===== config.mk =====
export PLATFORM = sky130hd
export DESIGN_NAME = reg_file_sb
export DESIGN_NICKNAME = d
export VERILOG_FILES = /design/src/rtl/reg_file_pkg.sv /design/src/rtl/reg_file_sb_scoreboard.sv /design/src/rtl/reg_file_sb.sv
export SDC_FILE = /design/constraint.sdc
export NUM_CORES = 2
export LEC_CHECK = 0
export CAP_MARGIN = 40
export CORE_MARGIN = 1
export CORE_UTILIZATION = 57
export CTS_CLUSTER_DIAMETER = 40
export DETAILED_ROUTE_END_ITERATION = 6
export PLACE_DENSITY = 0.84
export SYNTH_ARGS = -nofsm -noshare
export SYNTH_HDL_FRONTEND = slang
export SYNTH_SLANG_ARGS = --single-unit

===== constraint.sdc =====
create_clock -name clk -period 3.72 [get_ports clk]
set_input_delay 0.372 -clock clk [delete_from_list [all_inputs] [get_ports clk]]
set_output_delay 0.372 -clock clk [all_outputs]
set_load 0.01 [all_outputs]

===== src/rtl/reg_file_pkg.sv =====
// ---------------------------------------------------------------------------
// reg_file_pkg
//   Shared definitions for the ARM core register file and its scoreboard.
//   - calc_aw()     : address width for a given register count
//   - reg_addr_t    : register address at the default geometry
//   - reg_data_t    : register data word at the default geometry
//   - WB_ALU/WB_LD  : write-back port indices (ALU, load/multi-cycle unit)
// ---------------------------------------------------------------------------
package reg_file_pkg;

  localparam int DATA_W_DEF   = 32;
  localparam int NUM_REGS_DEF = 16;

  // At least one address bit, even for a degenerate single-register file.
  function automatic int calc_aw(input int num_regs);
    return (num_regs > 1) ? $clog2(num_regs) : 1;
  endfunction

  localparam int AW_DEF = calc_aw(NUM_REGS_DEF);

  typedef logic [AW_DEF-1:0]     reg_addr_t;
  typedef logic [DATA_W_DEF-1:0] reg_data_t;

  // Write-back port indices.
  localparam int WB_ALU = 0;
  localparam int WB_LD  = 1;

endpackage : reg_file_pkg


===== src/rtl/reg_file_sb_scoreboard.sv =====
// ---------------------------------------------------------------------------
// reg_scoreboard
//   Pending-write tracker for registers awaiting a load/multi-cycle result.
//   Ports:
//     clk, reset_n  : clock (rising edge), asynchronous active-low reset
//     iss_valid     : decode requests to mark iss_addr pending
//     iss_addr      : destination register of the multi-cycle op
//     clr_en        : load-port write-back this cycle
//     clr_addr      : load-port write-back address
//     busy          : one bit per register, set while a write is outstanding
//     iss_ready     : issue would be accepted this cycle (combinational)
//     pend_cnt      : number of busy registers
// ---------------------------------------------------------------------------
module reg_scoreboard
  import reg_file_pkg::*;
#(
  parameter int NUM_REGS = 16,
  parameter int PC_IDX   = 15,
  parameter int AW       = calc_aw(NUM_REGS)
) (
  input  logic                clk,
  input  logic                reset_n,
  input  logic                iss_valid,
  input  logic [AW-1:0]       iss_addr,
  input  logic                clr_en,
  input  logic [AW-1:0]       clr_addr,
  output logic [NUM_REGS-1:0] busy,
  output logic                iss_ready,
  output logic [AW:0]         pend_cnt
);

  logic                accept;
  logic                clr_hit;
  logic [NUM_REGS-1:0] set_mask;
  logic [NUM_REGS-1:0] clr_mask;

  always_comb begin
    // NOTE: every signal gets a default first so no path leaves it unassigned
    // and no latch is inferred.
    iss_ready = 1'b0;
    set_mask  = '0;
    clr_mask  = '0;
    // The PC slot is never tracked; a pending destination blocks a second
    // issue to it (WAW guard).
    if (int'(iss_addr) < NUM_REGS && int'(iss_addr) != PC_IDX)
      iss_ready = !busy[iss_addr];
    accept = iss_valid && iss_ready;
    if (accept)
      set_mask[iss_addr] = 1'b1;
    if (clr_en && int'(clr_addr) < NUM_REGS)
      clr_mask[clr_addr] = 1'b1;
  end

  // A clear only counts when it drops a bit that is actually set and is not
  // re-set by a same-cycle issue (the issue is newer, so it wins).
  assign clr_hit = |(busy & clr_mask & ~set_mask);

  always_ff @(posedge clk or negedge reset_n) begin
    if (!reset_n) begin
      busy     <= '0;
      pend_cnt <= '0;
    end else begin
      // NOTE: state registers use non-blocking assignment so every flop
      // samples pre-edge values, independent of statement order.
      busy     <= (busy & ~clr_mask) | set_mask;
      pend_cnt <= pend_cnt + {{AW{1'b0}}, accept} - {{AW{1'b0}}, clr_hit};
    end
  end

endmodule : reg_scoreboard


===== src/rtl/reg_file_sb.sv =====
// ---------------------------------------------------------------------------
// reg_file_sb
//   Multi-port register file with pending-write scoreboard for the pipelined
//   ARM core. NUM_RD combinational read ports, two write-back ports
//   (port 0 = ALU, port 1 = load/multi-cycle unit). Index PC_IDX is not
//   stored: reads of it return pc_plus8.
//   Ports:
//     clk, reset_n  : clock (rising edge), asynchronous active-low reset
//     pc_plus8      : value returned for reads of PC_IDX
//     rd_addr/data  : read address / data per read port
//     rd_busy       : read register has an outstanding port-1 write
//     we/wa/wd      : write enable / address / data per write port
//     iss_valid     : decode requests to mark iss_addr pending
//     iss_addr      : destination of the multi-cycle op
//     iss_ready     : issue accepted this cycle
//     wr_collision  : registered, both ports wrote one address last cycle
//     pend_cnt      : number of busy registers
//   Configuration macro:
//     WRITE_BYPASS_EN : reads forward same-cycle write data (port 1 over
//                       port 0) and a clearing port-1 write hides rd_busy
//                       in the same cycle. Undefined: reads see stored
//                       values and rd_busy drops one cycle later.
// ---------------------------------------------------------------------------
module reg_file_sb
  import reg_file_pkg::*;
#(
  parameter int DATA_W   = 32,
  parameter int NUM_REGS = 16,
  parameter int NUM_RD   = 3,
  parameter int PC_IDX   = 15,
  parameter int AW       = calc_aw(NUM_REGS)
) (
  input  logic              clk,
  input  logic              reset_n,
  input  logic [DATA_W-1:0] pc_plus8,
  input  logic [AW-1:0]     rd_addr [NUM_RD],
  output logic [DATA_W-1:0] rd_data [NUM_RD],
  output logic [NUM_RD-1:0] rd_busy,
  input  logic [1:0]        we,
  input  logic [AW-1:0]     wa [2],
  input  logic [DATA_W-1:0] wd [2],
  input  logic              iss_valid,
  input  logic [AW-1:0]     iss_addr,
  output logic              iss_ready,
  output logic              wr_collision,
  output logic [AW:0]       pend_cnt
);

  logic [DATA_W-1:0]   regs [NUM_REGS];
  logic [NUM_REGS-1:0] busy;

  // Only in-range, non-PC addresses hold state.
  function automatic logic writable(input logic [AW-1:0] a);
    return (int'(a) < NUM_REGS) && (int'(a) != PC_IDX);
  endfunction

  // -------------------------------------------------------------------------
  // Storage and collision flag
  // -------------------------------------------------------------------------
  always_ff @(posedge clk or negedge reset_n) begin
    if (!reset_n) begin
      // NOTE: the array is reset because the architecture defines every
      // register as 0 after reset; without that requirement leave memories
      // unreset so they map onto RAM.
      for (int r = 0; r < NUM_REGS; r++)
        regs[r] <= '0;
      wr_collision <= 1'b0;
    end else begin
      if (we[WB_ALU] && writable(wa[WB_ALU]))
        regs[wa[WB_ALU]] <= wd[WB_ALU];
      // Issued after the ALU write so the load port wins on a shared address.
      if (we[WB_LD] && writable(wa[WB_LD]))
        regs[wa[WB_LD]] <= wd[WB_LD];
      wr_collision <= we[WB_ALU] && we[WB_LD] &&
                      (wa[WB_ALU] == wa[WB_LD]) && writable(wa[WB_ALU]);
    end
  end

  // -------------------------------------------------------------------------
  // Scoreboard
  // -------------------------------------------------------------------------
  reg_scoreboard #(
    .NUM_REGS (NUM_REGS),
    .PC_IDX   (PC_IDX),
    .AW       (AW)
  ) u_scoreboard (
    .clk       (clk),
    .reset_n   (reset_n),
    .iss_valid (iss_valid),
    .iss_addr  (iss_addr),
    .clr_en    (we[WB_LD]),
    .clr_addr  (wa[WB_LD]),
    .busy      (busy),
    .iss_ready (iss_ready),
    .pend_cnt  (pend_cnt)
  );

  // -------------------------------------------------------------------------
  // Read muxes
  // -------------------------------------------------------------------------
  always_comb begin
    for (int i = 0; i < NUM_RD; i++) begin
      rd_data[i] = '0;
      rd_busy[i] = 1'b0;
      if (int'(rd_addr[i]) == PC_IDX) begin
        rd_data[i] = pc_plus8;
      end else if (int'(rd_addr[i]) < NUM_REGS) begin
        rd_data[i] = regs[rd_addr[i]];
        rd_busy[i] = busy[rd_addr[i]];
`ifdef WRITE_BYPASS_EN
        if (we[WB_ALU] && wa[WB_ALU] == rd_addr[i])
          rd_data[i] = wd[WB_ALU];
        if (we[WB_LD] && wa[WB_LD] == rd_addr[i]) begin
          rd_data[i] = wd[WB_LD];
          rd_busy[i] = 1'b0;
        end
`endif
      end
    end
  end

endmodule : reg_file_sb


==> metrics.txt <==
Reg area 12,600 µm²; Synth warnings 0; Rows 92; GPL Wtd Cong 0.972; RSZ-0062 raised after global routing false; I/O pin total 231; DRC Markers 2; worst-case clock buffer depth 3; FF+latch count, synth approximately 500; most common cell after layout, fill and taps aside mux2i_1; R2R depth 11; Setup TNS 0 ns; dominant cells by area after synthesis dfrtp_1 35%, mux2i_1 20%, mux4_2 13%; Relative slew margins 31.1%; nets ~3,700; final hold vios 0; 1st-iter DRT viols 5,388; Worst Skew 0.0112 ns; Worst setup startpoint rd_addr[2]; cell taking the most area after synthesis dfrtp_1; max_cap viols 0; total chip power around 24,000 µW; met1 Usage GRT 50.9%; hold_buf cts 1; DP Wirelength between 80 and 90 mm; average size of a mapped cell 10.2 µm²; Routed Antenna Nets 0; CTS Sinks 502; vias in the first global route ~34,000; Buffers on Ports 230; Fill cells around 4,600; worst slew pin tran about 1.0 ns; overall routing resource usage 41.6%; post-cts resize count 0; slowest CP cell or2_2; DR pass1 iterations 7; CTS Buf Count 91; Vias/cell roughly 7.4; Max Clock Freq 0.297 GHz; reg2reg end u_scoreboard.pend_cnt[4]; Die Y approximately 250 µm; Critical Path Start Type input pin; Worst-path clk slew approximately 0.050 ns; total gr overflow 0; Worst Hold Class in2async; worst path cell trace buf_2 > or2_2 > o221a_2 > o21ai_0 > clkdlybuf4s50_1; setup bufs post-CTS 0; CTS root buf clkbuf_16; Wirelength per Cell just under 30 µm; syn nets ~3,700; CTS tree yes; sequential cell area fraction in the yosys report between 30% and 40%; mapped cell area between 30,000 and 40,000 µm²; Final min period between 3 and 4 ns; P&R area growth vs syn 16.6%; Leakage 0.0176 µW; Initial Util 57.6%; Netlist cell types 54; layout cell share with drive strength beyond 1 18.5%; die width around 250 µm; crit end category output pin; crit path to rd_data[13]; Most Crowded Layer GR met2; initial antenna violation count 11; most frequent cells in the layout 737 x mux2i_1, 502 x dfrtp_1, 298 x nor2_1; maximum vdd drop 365 µV; core area 63,100 µm²; failing checks DRC; proportion of netlist area held by the largest area contributor 34.6%; # setup viols final 0; first-pass GRT wire length 202 mm; Die ar. about 65,000 µm²; CTS H-tree lvls 3; status finished with violations; multi-input logic area roughly 22,000 µm²; Worst R2R Start u_scoreboard.busy[4]; Post-synth EDFFs 0; crit-path max cell delay 0.75 ns; latest clock arrival within the worst-skew pair ~0.66 ns; final worst path period share between 90% and 100%; ys flop type dfrtp_1; flop-to-flop setup slack 1.10 ns; max-slew violations 0; Power per Cell Area 574 nW/µm²; critical path class in2out; largest net degree at the start of global routing ~150; Synth Instances between 3,000 and 4,000; drt total wl 134 mm; asr flop ratio synth 100%; Worst EP arrival approximately 3 ns; Hold Slack 0.237 ns; Crit path required time about 3.4 ns; met2 usage 60.9%; met3 GRT Util 14.9%; Crit Path Max Fanout 26; vias post-DR 33,568
## layout make-up
class | instances | share of cell area [%]
multi-input combinational | 2641 | 51.2
sequential | 502 | 29.6
timing repair buffer | 362 | 8.75
clock buffer | 112 | 5.87
tap | 846 | 2.50
clock inverter | 55 | 1.83
inverter | 16 | 0.142
antenna | 7 | 0.0413
## synthesized netlist by cell type (2+ instances only)
cell	n
a211oi_1	3
nand3_1	10
or2_2	3
nor2b_1	9
clkbuf_1	155
xor2_1	3
mux2i_1	737
a221o_1	2
nand4_1	3
nand2_1	245
xnor2_1	4
dfrtp_1	502
and3b_1	2
buf_6	34
nand2b_1	43
ha_1	5
nand2b_4	2
o221a_2	60
o221ai_1	65
o21ai_0	273
nor2_2	8
and2_1	6
nand3b_1	5
a21oi_1	294
nor3b_2	3
buf_1	15
a31oi_1	34
nor3_1	6
and3_1	4
a22oi_1	62
a21o_1	2
buf_12	3
buf_4	46
o21ai_1	82
buf_2	148
a22o_1	10
o211ai_1	3
mux4_2	210
nor2_1	300
or3_1	3
inv_1	16
mux2_2	64
o22ai_1	65
## where the power goes
part           internal, µW  switching (µW)
registers              6900            1630
logic                  3660            3180
clock network          5710            3220
total                 16300            8040
## worst max-delay path, delay by kind of cell
kind	cells	cell delay [ns]
AOI/OAI and AO/OA	2	0.90
buffers and inverters	2	0.94
and+or+nand+nor	1	0.75
## cell families after synthesis
logic type	Yosys count	synth area share, %
XOR/XNOR	7	0.169
multiplexers	1011	35.3
AND/OR/NAND/NOR	655	7.61
flip-flops	502	34.6
buffers and inverters	417	6.13
AO/OA/AOI/OAI	962	16.0
adder cells (fa/ha/maj)	6	0.227
## metrics by stage
stage / setup slack [ns] / instances / util [%] / area, µm²
finish: 0.356 / 4541 / 67.2 / 42400
CTS: 0.524 / 4533 / 67.1 / 42300
floorplan: 0.736 / 3560 / - / 36300
global placement: 0.349 / 4361 / 61.8 / 39000
detailed placement: 0.334 / 4365 / 61.9 / 39100
global route: 0.356 / 4539 / 67.2 / 42400
## sequential cells by signal (all words and copies together) (netlist names)
name,flops
regs,480
u_scoreboard.busy,16
u_scoreboard.pend_cnt,5
wr_collision,1
## layer usage
| metal | vias to the layer above | share of wire [%] |
|---|---|---|
| met1 | 16066 | 34 |
| met2 | 3157 | 44 |
| met3 | 870 | 15 |
| met5 | - | 0.025 |
| li1 | 13469 | - |
| met4 | 6 | 7.5 |
## worst min path at each step
stage            start                  endpoint  slack [ns]  cells past startpoint
6_report       reset_n  u_scoreboard.pend_cnt[4]        0.24                      2
5_1_grt        reset_n  u_scoreboard.pend_cnt[4]        0.27                      2
4_1_cts        reset_n  u_scoreboard.pend_cnt[4]        0.25                      2
3_5_place_dp   reset_n  u_scoreboard.pend_cnt[4]        0.34                      1
3_3_place_gp   reset_n  u_scoreboard.pend_cnt[4]        0.34                      1
2_1_floorplan  reset_n                 regs[100]        0.08                      0
Note: power is estimated with default switching activity, not from simulation.
